$ cat src/rtl/alarm_ctrl.sv
// alarm_ctrl -- alarm controller for the bit-cell time registers.
//
// Compares the live hour/minute/second against the alarm hour/minute and
// runs the IDLE / ARMED / RINGING / SNOOZE state machine that drives the
// buzzer. All timing is paced by tick_1hz, the same pulse that increments
// the seconds register.
//
// Parameters:
//   SNOOZE_SECS        snooze length in tick_1hz periods (>=1)
//   RING_TIMEOUT_SECS  ring duration in ticks before auto-stop (>=1)
//   SNOOZE_MAX         snoozes allowed per alarm event (0 disables snooze)
//
// Ports:
//   clk, rst        clock; synchronous active-high reset
//   tick_1hz        one-cycle pulse per second
//   time_h/m/s      current time (hour 0-23, minute 0-59, second 0-59)
//   alarm_h/m       alarm time (hour, minute)
//   arm_en          level, alarm enabled; low forces IDLE
//   snooze_btn      synchronised snooze button
//   stop_btn        synchronised stop button
//   buzzer          buzzer drive
//   ringing         state is RINGING
//   snoozing        state is SNOOZE
//   snooze_left     snoozes remaining in the current event (saturates at 3)
//   state_dbg       raw FSM state for debug/checkers
//
// Build option:
//   BEEP_PATTERN_EN  when defined, the buzzer beeps 1 s on / 1 s off while
//                    ringing (starting on); otherwise it is steady.

module alarm_ctrl #(
    parameter int SNOOZE_SECS       = 540,
    parameter int RING_TIMEOUT_SECS = 60,
    parameter int SNOOZE_MAX        = 3
) (
    input  logic       clk,
    input  logic       rst,
    input  logic       tick_1hz,
    input  logic [4:0] time_h,
    input  logic [5:0] time_m,
    input  logic [5:0] time_s,
    input  logic [4:0] alarm_h,
    input  logic [5:0] alarm_m,
    input  logic       arm_en,
    input  logic       snooze_btn,
    input  logic       stop_btn,
    output logic       buzzer,
    output logic       ringing,
    output logic       snoozing,
    output logic [1:0] snooze_left,
    output logic [1:0] state_dbg
);

    localparam logic [1:0] IDLE    = 2'd0;
    localparam logic [1:0] ARMED   = 2'd1;
    localparam logic [1:0] RINGING = 2'd2;
    localparam logic [1:0] SNOOZE  = 2'd3;

    localparam int RW = $clog2(RING_TIMEOUT_SECS + 1);
    localparam int SW = $clog2(SNOOZE_SECS + 1);

    localparam logic [RW-1:0] RING_LAST = RW'(RING_TIMEOUT_SECS - 1);
    localparam logic [SW-1:0] SNZ_LOAD  = SW'(SNOOZE_SECS);
    localparam logic [SW-1:0] SNZ_ONE   = SW'(1);
    // snooze_left is only 2 bits wide, so the per-event budget saturates at 3.
    localparam logic [1:0]    SNZ_INIT  = (SNOOZE_MAX > 3) ? 2'd3 : 2'(SNOOZE_MAX);

    logic [1:0]    state;
    logic [RW-1:0] ring_cnt;
    logic [SW-1:0] snz_cnt;
    logic          match;
    logic          match_q;
    logic          trig;

    // The seconds==0 term plus the edge detect makes the alarm fire exactly
    // once per alarm minute, even though match stays true for a whole second.
    assign match = (time_h == alarm_h) && (time_m == alarm_m) && (time_s == 6'd0);
    assign trig  = match && !match_q;

    always_ff @(posedge clk) begin
        if (rst) begin
            state       <= IDLE;
            ring_cnt    <= '0;
            snz_cnt     <= '0;
            snooze_left <= 2'd0;
            match_q     <= 1'b0;
        end else begin
            match_q <= match;
            if (!arm_en) begin
                state       <= IDLE;
                ring_cnt    <= '0;
                snz_cnt     <= '0;
                snooze_left <= 2'd0;
            end else begin
                case (state)
                    IDLE: state <= ARMED;
                    ARMED: begin
                        if (trig) begin
                            state       <= RINGING;
                            ring_cnt    <= '0;
                            snooze_left <= SNZ_INIT;
                        end
                    end
                    RINGING: begin
                        // Stop has priority over snooze; an unusable snooze
                        // press is treated as if it were not there.
                        if (stop_btn) begin
                            state <= ARMED;
                        end else if (snooze_btn && (snooze_left != 2'd0)) begin
                            state       <= SNOOZE;
                            snz_cnt     <= SNZ_LOAD;
                            snooze_left <= snooze_left - 2'd1;
                        end else if (tick_1hz) begin
                            if (ring_cnt == RING_LAST) begin
                                state <= ARMED;
                            end else begin
                                ring_cnt <= ring_cnt + 1'b1;
                            end
                        end
                    end
                    SNOOZE: begin
                        // snooze_btn is ignored here so a held button cannot
                        // chain snoozes.
                        if (stop_btn) begin
                            state <= ARMED;
                        end else if (tick_1hz) begin
                            if (snz_cnt == SNZ_ONE) begin
                                state    <= RINGING;
                                ring_cnt <= '0;
                            end else begin
                                snz_cnt <= snz_cnt - 1'b1;
                            end
                        end
                    end
                    default: state <= IDLE;
                endcase
            end
        end
    end

    assign ringing   = (state == RINGING);
    assign snoozing  = (state == SNOOZE);
    assign state_dbg = state;

`ifdef BEEP_PATTERN_EN
    logic beep_ph;

    // Held at 0 outside RINGING, so every entry into RINGING starts "on".
    always_ff @(posedge clk) begin
        if (rst || !arm_en || (state != RINGING)) begin
            beep_ph <= 1'b0;
        end else if (tick_1hz) begin
            beep_ph <= ~beep_ph;
        end
    end

    assign buzzer = ringing && !beep_ph;
`else
    assign buzzer = ringing;
`endif

endmodule
$ cat config.mk
export PLATFORM = sky130hd
export DESIGN_NAME = alarm_ctrl
export DESIGN_NICKNAME = d
export VERILOG_FILES = /design/src/rtl/alarm_ctrl.sv
export SDC_FILE = /design/constraint.sdc
export NUM_CORES = 1
export LEC_CHECK = 0
export ABC_CLOCK_PERIOD_IN_PS = 2100
export BUFFER_PORTS_ARGS = -buffer_cell sky130_fd_sc_hd__buf_4
export CAP_MARGIN = 10
export CORE_MARGIN = 8
export CORE_UTILIZATION = 50
export DETAILED_ROUTE_END_ITERATION = 6
export PLACE_DENSITY = 0.78
export SYNTH_ARGS = -nofsm -noshare
export SYNTH_HDL_FRONTEND = slang
export SYNTH_SLANG_ARGS = --single-unit
$ cat constraint.sdc
create_clock -name clk -period 2.1 [get_ports clk]
set_input_delay 0.105 -clock clk [delete_from_list [all_inputs] [get_ports clk]]
set_output_delay 0.105 -clock clk [all_outputs]
set_load 0.05 [all_outputs]
==> qor.yml <==
outcome:
  status: "finished clean"
synthesis:
  ys_top_cells_by_area: "dfxtp_1, xor2_1, nand2_1"
  yosysSeqAreaShare_pct: 32.4
  postSynthNetCount: 199
  synth.lib_cells_used.distinct: 40
  ys_seq_elements: 21
  syn_inst: 161
  synth-edff-count: 0
  ys_top_cells_by_count: "dfxtp_1, xor2_1, nand2_1, nor2_1, nand3_1"
  synth_top_cell_by_area: "dfxtp_1"
  netlist_area_um2: 1300
  yosysTopAreaCellShare_pct: 32.4
  synth-main-ff-cell: "dfxtp_1"
  synth.most_common_cell: "dfxtp_1"
  syn_area_per_cell_um2: 8.05
  ys_warn_count: 0
  synthArstFlopShare_pct: 0
placement:
  placed_area_um2: 1640
  place_congestion: 0.838
  hpwl_mm: 2.68
  port_buffers: 40
  post-place-ws_ns: 0.225
  dp.cells: 229
setup_path:
  crit_chain: "inv_1 > ha_1 > or3b_4 > a21boi_4 > nand2_2 > or3_1 > a21oi_1"
  cp.arrival_ns: 2.16
  r2r_end: "snz_cnt[1]$_SDFFE_PP0P_"
  path_class: "reg2reg"
  path_buf_inv: 1
  path_delay_family: "simple AND/OR/NAND/NOR gates"
  slowest_delay_ns: 0.39
  slowest_stage: "or3b_4"
  reg2reg_slack_ns: 0.17
  crit_fanout: 10
  cp-start-kind: "flop"
  r2r.worst_path.cells: 7
  crit-reg2reg-launch: "snooze_left[0]$_SDFFE_PP0P_"
  startpoint: "snooze_left[0]$_SDFFE_PP0P_"
  end_kind: "flop"
  critical_path_required_ns: 2.33
global_route:
  grt_pass1_wl_mm: 5.66
  grt_remaining_overflow: 0
  antenna_found_initial: 0
  grt_usage_pct: 15.6
  grt_pass1_vias: 1331
  grt_max_degree: 12
pwr:
  p_per_area_nw_per_um2: 419
  peakVddDrop_v: 0.000321
  power_leakage_uw: 0.000637
die:
  die_w_um: 66.9
  die_y_um: 66.9
  initial_core_util_pct: 52.3
  io_pins: 41
  dieArea_um2: 4480
  rows: 18
  core_area_um2: 2480
route:
  first_pass_iters: 4
  avgViaCountPerCell: 5.68
  antenna_left: 0
  vias: 1330
  drc: 0
  drtIter0Drc: 81
  wirelength_mm: 3.28
  wire_per_inst_um: 14.0
sta:
  period_needed_ns: 1.93
  fin_ws_ns: 0.170
  finalCritPeriodShare_pct: 91.9
  rsz0062_at_grt: "no"
  maxSlewHeadroom_pct: 58.1
  fin_tns_setup_ns: 0
  slew_viol_final: 0
  skew_ns: 0.00633
  fmax_mhz: 518
  hold_violations: 0
  setup-violations-final: 0
  worstMarginPinSlew_ns: 0.627
hold_path:
  hold_end: "match_q$_SDFF_PP0_"
  holdPathStages: 4
  hp-start: "time_s[3]"
  hold_path_class: "in2reg"
clock_tree:
  ctsHtreeMaxLevel: 1
  cts_resized: 0
  numCtsBuffers: 3
  clkLatencyLatePin_ns: 0.30
  clk_pin_slew_ns: 0.12
  cts_sinks: 21
  clockBufferDepth: 2
  cts_root_buf: "clkbuf_4"
  cts_tree: "yes"
finish:
  drive_gt1_share_pct: 26.5
  antennaDiodeCount: 0
  nFillCells: 219
  nets: 243
  fin_cells: 234
  design_area_um2: 1670
  syn_to_final_growth_pct: 29.0
job:
  max_cap_viol_count: 0
[routing by layer]
layer  up-vias  GRT usage [%]  part of all wire (%)
met2        60           25.8                    47
met5         -              0                     0
met3         8           5.03                   7.5
met4         0           5.48                   1.6
li1        657              -                     -
met1       605           18.3                    44
[cell usage in the layout (no fill, tap or decap), types with 2 or more instances in the layout]
master	synthesis	layout
a31oi_1	3	3
ha_1	4	4
nand4b_1	2	2
xnor2_1	3	3
and2_1	2	2
nor2_1	11	11
nand2_1	15	15
or3_1	2	2
nand4_1	8	8
inv_1	7	7
dfxtp_1	21	19
o211ai_1	3	3
buf_4	1	45
o21ai_0	6	6
nor4_1	5	5
a21oi_1	8	8
dfxtp_2	0	2
nor3_1	4	4
nor2b_1	6	6
nand3_1	9	9
nand2b_1	4	4
xor2_1	16	16
clkbuf_4	0	3
[worst min-delay path: stages]
cell	delay [ns]
buf_4	0.08
nor4_1	0.05
nand4_1	0.11
nor2_1	0.05
[cell type report]
| class | count | area (µm²) | area share, % |
|---|---|---|---|
| flip-flops and latches | 21 | 423 | 25.3 |
| clock buffers | 4 | 26.3 | 1.57 |
| repair buffers | 46 | 348 | 20.8 |
| multi-input cells | 126 | 811 | 48.5 |
| inverters | 7 | 26.3 | 1.57 |
| well taps | 30 | 37.5 | 2.25 |
[worst max path at each step]
stage	to	slack [ns]	cells past startpoint
floorplan	snz_cnt[1]$_SDFFE_PP0P_	0.005	7
global placement	snz_cnt[1]$_SDFFE_PP0P_	0.31	7
detailed placement	snz_cnt[1]$_SDFFE_PP0P_	0.23	7
CTS	snz_cnt[1]$_SDFFE_PP0P_	0.19	7
global route	snz_cnt[1]$_SDFFE_PP0P_	0.004	7
finish	snz_cnt[1]$_SDFFE_PP0P_	0.17	7
[what timing repair did]
item                                   in CTS  in global routing
endpoints found under the hold margin       1                  0
buffers inserted                            0                  0
hold buffers                                1                  0
[power breakdown]
part	leakage, µW	switching [µW]	internal [µW]
clock network	0.0000150	122	74.1
logic	0.000452	40.3	59.7
registers	0.000170	4.11	400
[state kept, by name, summed over array words and instances, names as in the netlist]
| name | flops |
|---|---|
| snooze_left | 2 |
| state_dbg | 2 |
| snz_cnt | 10 |
| ring_cnt | 6 |
| match_q | 1 |
[cells by family after synthesis]
family / synth area share, %
AO/OA/AOI/OAI: 14.5
multiplexers: 0.772
flip-flops: 32.4
XOR/XNOR: 12.8
adder cells (fa/ha/maj): 3.86
AND/OR/NAND/NOR: 30.6
buffers and inverters: 5.02
[metrics by stage]
step | power (µW) | hold WS (ns) | util [%]
3_5_place_dp | 512 | 0.288 | 66.0
2_1_floorplan | 454 | 0.177 | -
3_3_place_gp | 509 | 0.278 | 66.0
4_1_cts | 706 | 0.107 | 67.5
5_1_grt | 726 | 0.117 | 67.5
6_report | 700 | 0.114 | 67.5
Power figures use the tool's default switching activity.
